--- config.mk ---
export PLATFORM = sky130hd
export DESIGN_NAME = svm_dot_stage
export DESIGN_NICKNAME = d
export VERILOG_FILES = /design/src/rtl/svm_dot_stage.sv
export SDC_FILE = /design/constraint.sdc
export NUM_CORES = 2
export LEC_CHECK = 0
export ABC_CLOCK_PERIOD_IN_PS = 3100
export CAP_MARGIN = 5
export CORE_MARGIN = 5
export CORE_UTILIZATION = 50
export CTS_CLUSTER_DIAMETER = 60
export DETAILED_ROUTE_END_ITERATION = 12
export GPL_ROUTABILITY_DRIVEN = 0
export HOLD_SLACK_MARGIN = 0.03
export PLACE_DENSITY = 0.73
export REMOVE_ABC_BUFFERS = 1
export SYNTH_ARGS = -nofsm -noshare
export SYNTH_HDL_FRONTEND = slang
export SYNTH_SLANG_ARGS = --single-unit
--- constraint.sdc ---
create_clock -name clk -period 3.1 [get_ports clk]
set_input_delay 0.62 -clock clk [delete_from_list [all_inputs] [get_ports clk]]
set_output_delay 0.62 -clock clk [all_outputs]
set_load 0.02 [all_outputs]
--- src/rtl/svm_dot_stage.sv ---
// Streaming SVM kernel dot-product stage: per-beat lane products (stage P), framed
// accumulation with overflow handling (stage A), and a stall-aware result register.
module svm_dot_stage #(
  parameter int DATA_SIZE  = 16,
  parameter int ACCUM_SIZE = 40,
  parameter int LANES      = 2,
  parameter int SATURATE   = 1
) (
  input  logic                         clk,
  input  logic                         rst,
  input  logic                         in_valid,
  output logic                         in_ready,
  input  logic                         in_first,
  input  logic                         in_last,
  input  logic [LANES*DATA_SIZE-1:0]   vec,
  input  logic [LANES*DATA_SIZE-1:0]   sv,
  input  logic signed [ACCUM_SIZE-1:0] accum_in,
  output logic                         out_valid,
  input  logic                         out_ready,
  output logic signed [ACCUM_SIZE-1:0] out_accum,
  output logic                         out_overflow,
  output logic                         proto_err
);

  localparam logic signed [ACCUM_SIZE-1:0] ACC_MAX = {1'b0, {(ACCUM_SIZE-1){1'b1}}};
  localparam logic signed [ACCUM_SIZE-1:0] ACC_MIN = {1'b1, {(ACCUM_SIZE-1){1'b0}}};

  typedef enum logic {IDLE, ACC} state_t;

  typedef struct packed {
    logic                  ovf;
    logic [ACCUM_SIZE-1:0] sum;
  } add_t;

  // Two's-complement add with overflow flag; clamps toward the operands' sign when saturating.
  function automatic add_t sat_add(input logic signed [ACCUM_SIZE-1:0] a,
                                   input logic signed [ACCUM_SIZE-1:0] b);
    add_t r;
    r.sum = a + b;
    r.ovf = (a[ACCUM_SIZE-1] == b[ACCUM_SIZE-1]) && (r.sum[ACCUM_SIZE-1] != a[ACCUM_SIZE-1]);
    if (r.ovf && (SATURATE != 0)) r.sum = a[ACCUM_SIZE-1] ? ACC_MIN : ACC_MAX;
    return r;
  endfunction

  logic                         stall;
  logic signed [DATA_SIZE-1:0]  lane_v, lane_s;
  logic signed [2*DATA_SIZE-1:0] prod;
  logic signed [ACCUM_SIZE-1:0] dot_sum;
  add_t                         add_r;

  logic                         vld_p1_q, vld_p1_d;
  logic                         first_p1_q, first_p1_d;
  logic                         last_p1_q, last_p1_d;
  logic signed [ACCUM_SIZE-1:0] psum_p1_q, psum_p1_d;
  logic signed [ACCUM_SIZE-1:0] seed_p1_q, seed_p1_d;

  state_t                       state_q, state_d;
  logic signed [ACCUM_SIZE-1:0] acc_p2_q, acc_p2_d;
  logic                         ovf_p2_q, ovf_p2_d;
  logic                         emit_p2_q, emit_p2_d;

  logic signed [ACCUM_SIZE-1:0] out_accum_q, out_accum_d;
  logic                         out_ovf_q, out_ovf_d;
  logic                         out_valid_q, out_valid_d;
  logic                         proto_err_q, proto_err_d;

  assign stall        = out_valid_q && !out_ready;
  assign in_ready     = !stall;
  assign out_valid    = out_valid_q;
  assign out_accum    = out_accum_q;
  assign out_overflow = out_ovf_q;
  assign proto_err    = proto_err_q;

  // Stage P: full-precision lane products, sign-extended and summed.
  always_comb begin
    dot_sum = '0;
    lane_v  = '0;
    lane_s  = '0;
    prod    = '0;
    for (int i = 0; i < LANES; i++) begin
      lane_v  = vec[i*DATA_SIZE +: DATA_SIZE];
      lane_s  = sv[i*DATA_SIZE +: DATA_SIZE];
      prod    = (2*DATA_SIZE)'(lane_v) * (2*DATA_SIZE)'(lane_s);
      dot_sum = dot_sum + ACCUM_SIZE'(prod);
    end
  end

  always_comb begin
    vld_p1_d   = vld_p1_q;
    first_p1_d = first_p1_q;
    last_p1_d  = last_p1_q;
    psum_p1_d  = psum_p1_q;
    seed_p1_d  = seed_p1_q;
    if (!stall) begin
      vld_p1_d   = in_valid;
      first_p1_d = in_first;
      last_p1_d  = in_last;
      psum_p1_d  = dot_sum;
      seed_p1_d  = accum_in;
    end
  end

  // Stage A: framing FSM and accumulator; result register loads one cycle after emit.
  always_comb begin
    state_d     = state_q;
    acc_p2_d    = acc_p2_q;
    ovf_p2_d    = ovf_p2_q;
    emit_p2_d   = emit_p2_q;
    out_accum_d = out_accum_q;
    out_ovf_d   = out_ovf_q;
    out_valid_d = out_valid_q;
    proto_err_d = 1'b0;
    add_r       = '0;
    if (!stall) begin
      emit_p2_d = 1'b0;
      if (vld_p1_q) begin
        if (first_p1_q) begin
          add_r       = sat_add(seed_p1_q, psum_p1_q);
          acc_p2_d    = add_r.sum;
          ovf_p2_d    = add_r.ovf;
          proto_err_d = (state_q == ACC);
          emit_p2_d   = last_p1_q;
          state_d     = last_p1_q ? IDLE : ACC;
        end else if (state_q == IDLE) begin
          proto_err_d = 1'b1;
        end else begin
          add_r    = sat_add(acc_p2_q, psum_p1_q);
          acc_p2_d = add_r.sum;
          ovf_p2_d = ovf_p2_q | add_r.ovf;
          if (last_p1_q) begin
            emit_p2_d = 1'b1;
            state_d   = IDLE;
          end
        end
      end
      if (emit_p2_q) begin
        out_accum_d = acc_p2_q;
        out_ovf_d   = ovf_p2_q;
        out_valid_d = 1'b1;
      end else begin
        out_valid_d = 1'b0;
      end
    end
  end

  always_ff @(posedge clk or negedge rst) begin
    if (!rst) begin
      vld_p1_q    <= 1'b0;
      first_p1_q  <= 1'b0;
      last_p1_q   <= 1'b0;
      psum_p1_q   <= '0;
      seed_p1_q   <= '0;
      state_q     <= IDLE;
      acc_p2_q    <= '0;
      ovf_p2_q    <= 1'b0;
      emit_p2_q   <= 1'b0;
      out_accum_q <= '0;
      out_ovf_q   <= 1'b0;
      out_valid_q <= 1'b0;
      proto_err_q <= 1'b0;
    end else begin
      vld_p1_q    <= vld_p1_d;
      first_p1_q  <= first_p1_d;
      last_p1_q   <= last_p1_d;
      psum_p1_q   <= psum_p1_d;
      seed_p1_q   <= seed_p1_d;
      state_q     <= state_d;
      acc_p2_q    <= acc_p2_d;
      ovf_p2_q    <= ovf_p2_d;
      emit_p2_q   <= emit_p2_d;
      out_accum_q <= out_accum_d;
      out_ovf_q   <= out_ovf_d;
      out_valid_q <= out_valid_d;
      proto_err_q <= proto_err_d;
    end
  end

endmodule
==> impl_metrics.json <==
{
  "status": "complete, but fails checks",
  "violations": "setup timing",
  "start_util_pct": 50.1,
  "worst_path_largest_cell_delay_ps": 600,
  "max_freq_ghz": 0.139,
  "cp_max_fo": 7,
  "tns_ps": -96640,
  "placed_cell_area_mm2": 0.0367,
  "synth_edf_count": 0,
  "rows": 91,
  "clock_skew_ps": 8.13,
  "routed_via_density": 5.51,
  "dr.pass1.iters": 7,
  "antenna_found_initial": 1,
  "tritoncts": "built",
  "rsz0062_at_grt": "yes",
  "nets": 5012,
  "grt_usage_pct": 27.8,
  "syn-mean-instance-area_um2": 9.12,
  "ys.warnings.count": 0,
  "finalSetupViolations": 50,
  "maxCapViolCount": 0,
  "vias": 26900,
  "synth_seq_cells": 162,
  "cp_top_family": "adder cells",
  "hold_viol": 0,
  "drive_above_1_share_pct": 31.3,
  "hold_path.class": "in -> async",
  "cts_sinks": 162,
  "cts_buffer_depth": 2,
  "critPathLaunchType": "primary input",
  "crit_slowest_cell": "fa_2",
  "critPathBufInv": 7,
  "fin_area_mm2": 0.0419,
  "grt_pass1_wl_um": 149000,
  "first_global_vias": 28600,
  "core_mm2": 0.0614,
  "ant_nets": 0,
  "relSlewSlack_pct": 38.5,
  "syn_to_final_growth_pct": 36.3,
  "numPortBuffers": 153,
  "worst_pin_slew_ps": 922,
  "ios": 154,
  "clock-root-buffer": "clkbuf_16",
  "period_share_pct": 232,
  "min_period_ps": 7200,
  "finalWorstSetupSlack_ps": -4100,
  "arrival_ps": 7490,
  "worstSetupEndpointType": "flip-flop",
  "ctsHoldBuffers": 0,
  "ys_seq_area_share_pct": 13.2,
  "htreeDepth": 4,
  "insertion_delay_ps": 440,
  "grt_max_degree": 81,
  "dieArea_mm2": 0.0666,
  "mappedNetlistArea_mm2": 0.0308,
  "fill_cells": 4148,
  "crit_type": "in -> reg",
  "place_ws_ps": -4870,
  "syn_inst": 3375,
  "dr.first_iter.drc_count": 1977,
  "cts-buffers-inserted": 17,
  "die_x_um": 258,
  "overflow": 0,
  "antenna_cells": 0,
  "routed_wl_um": 98400,
  "hpwlAfterDp_um": 66900,
  "synth_flop_cell": "dfrtp_1",
  "drc": 0,
  "synth_async_sr_flop_share_pct": 100,
  "fp.dieH_um": 258,
  "final_max_slew_viol_count": 0,
  "wl_per_cell_um": 20.1,
  "clk_pin_slew_worst_paths_ps": 60,
  "synth.distinct_cells": 83,
  "critPathRequiredTime_ps": 3390
}
-- cell usage in the layout, fill, tap and decap left out, types with 10 or more instances in the layout --
master | Yosys | layout
o21bai_1 | 16 | 13
o21a_1 | 21 | 21
fa_1 | 586 | 523
and2_1 | 251 | 190
nand2_1 | 452 | 416
o21ai_2 | 0 | 20
a21oi_2 | 1 | 40
buf_8 | 1 | 10
buf_6 | 2 | 108
xor2_1 | 45 | 45
buf_12 | 0 | 49
ha_4 | 0 | 49
clkbuf_2 | 1 | 11
o21ai_0 | 88 | 48
o21ai_1 | 5 | 23
xnor2_1 | 63 | 56
a21o_1 | 51 | 50
nor2_4 | 0 | 14
clkbuf_16 | 0 | 22
buf_2 | 12 | 26
nand3_1 | 19 | 16
nor2_1 | 162 | 137
ha_1 | 228 | 169
nand4_1 | 16 | 16
a21oi_4 | 1 | 10
inv_2 | 1 | 71
a21oi_1 | 172 | 125
fa_2 | 0 | 63
nor2_2 | 0 | 13
a31oi_1 | 16 | 10
bufbuf_16 | 0 | 11
mux2_2 | 40 | 40
inv_1 | 681 | 609
buf_4 | 4 | 489
clkdlybuf4s50_1 | 0 | 88
dfrtp_1 | 162 | 159
nand2_2 | 1 | 29
ha_2 | 0 | 10
nand2b_1 | 24 | 21
and2_4 | 0 | 61
-- kinds of logic (layout without fill, tap and decap cells) --
group	after synthesis	in the layout	synth area share [%]
AO/OA/AOI/OAI	467	468	9.93
XOR/XNOR	108	108	3.07
adder cells (fa/ha/maj)	814	814	47.4
buffers and inverters	807	1527	10.0
flip-flops	162	162	13.2
multiplexers	43	43	1.56
AND/OR/NAND/NOR	974	977	14.8
-- final timing paths --
kind                               start             to  slack (ps)  depth (start not counted)
setup / recovery                   sv[8]  psum_p1_q[29]       -4100                         26
hold / removal                       rst   out_accum[3]         210                          1
setup reg to reg            psum_p1_q[0]   acc_p2_q[14]         -70                         16
hold reg to reg            seed_p1_q[32]  seed_p1_q[32]         480                          2
max in group asynchronous            rst  psum_p1_q[38]        2080                          2
min in group clk           seed_p1_q[32]  seed_p1_q[32]         480                          2
-- per-layer routing --
| metal | vias up | GRT usage [%] | routed length (µm) |
|---|---|---|---|
| li1 | 11800 | - | - |
| met1 | 13400 | 33.5 | 36000 |
| met2 | 1295 | 49.4 | 49300 |
| met3 | 411 | 3.33 | 6190 |
| met4 | 0 | 13.7 | 6880 |
| met5 | - | 0 | 0 |
-- cell usage after synthesis, types with 3 or more instances --
| library cell | instances | area (µm²) |
|---|---|---|
| a211o_1 | 5 | 43.8 |
| a211oi_1 | 11 | 82.6 |
| a211oi_2 | 4 | 50.1 |
| a21o_1 | 51 | 383 |
| a21oi_1 | 172 | 861 |
| a221oi_1 | 5 | 43.8 |
| a221oi_2 | 3 | 45.0 |
| a22oi_1 | 10 | 75.1 |
| a31o_2 | 3 | 26.3 |
| a31oi_1 | 16 | 100 |
| and2_1 | 251 | 1570 |
| and3_1 | 6 | 37.5 |
| and4_1 | 3 | 26.3 |
| buf_2 | 12 | 60.1 |
| buf_4 | 4 | 30.0 |
| clkbuf_1 | 105 | 394 |
| dfrtp_1 | 162 | 4050 |
| fa_1 | 586 | 11700 |
| ha_1 | 228 | 2850 |
| inv_1 | 681 | 2560 |
| mux2_2 | 40 | 450 |
| mux2i_1 | 3 | 30.0 |
| nand2_1 | 452 | 1700 |
| nand2b_1 | 24 | 150 |
| nand3_1 | 19 | 95.1 |
| nand4_1 | 16 | 100 |
| nor2_1 | 162 | 608 |
| nor2b_1 | 8 | 50.1 |
| nor3_1 | 14 | 70.1 |
| nor3b_1 | 6 | 45.0 |
| o211ai_1 | 5 | 37.5 |
| o211ai_2 | 3 | 37.5 |
| o21a_1 | 21 | 158 |
| o21ai_0 | 88 | 440 |
| o21ai_1 | 5 | 25.0 |
| o21bai_1 | 16 | 120 |
| o22ai_1 | 4 | 25.0 |
| o31ai_1 | 6 | 45.0 |
| or2_2 | 3 | 18.8 |
| xnor2_1 | 63 | 552 |
| xor2_1 | 45 | 394 |
-- final cells by class --
class                   instances  area, µm²  area share, %
repair buffers                815       7830           18.7
multi-input cells            2410      25900           61.7
clock inverters                11        178          0.424
clock buffers                  19        443           1.06
well taps                     790        988           2.36
flip-flops and latches        162       4060           9.67
inverters                     682       2570           6.12
-- registers in the layout (all words and copies together) (netlist names) --
register / flops
first_p1_q: 1
state_q: 1
out_accum: 40
vld_p1_q: 1
ovf_p2_q: 1
out_overflow: 1
seed_p1_q: 40
emit_p2_q: 1
last_p1_q: 1
proto_err: 1
out_valid: 1
psum_p1_q: 33
acc_p2_q: 40
-- metrics by stage --
step	utilization [%]	hold WS, ps	std cells
floorplan	-	324	3250
global placement	59.8	460	4643
detailed placement	59.8	469	4643
CTS	65.6	216	4845
global route	68.3	257	4889
finish	68.3	209	4889
-- what timing repair did --
| action | CTS | global route |
|---|---|---|
| buffers inserted | 150 | 53 |
| endpoints found under the setup margin | 71 | 72 |
| pin swaps | 268 | 305 |
| gates cloned | 25 | 7 |
| gates resized for setup | 549 | 413 |
Power is left out: the tool's default activity adds up to more than one toggle a clock period on the data nets, which glitch-free logic cannot reach.
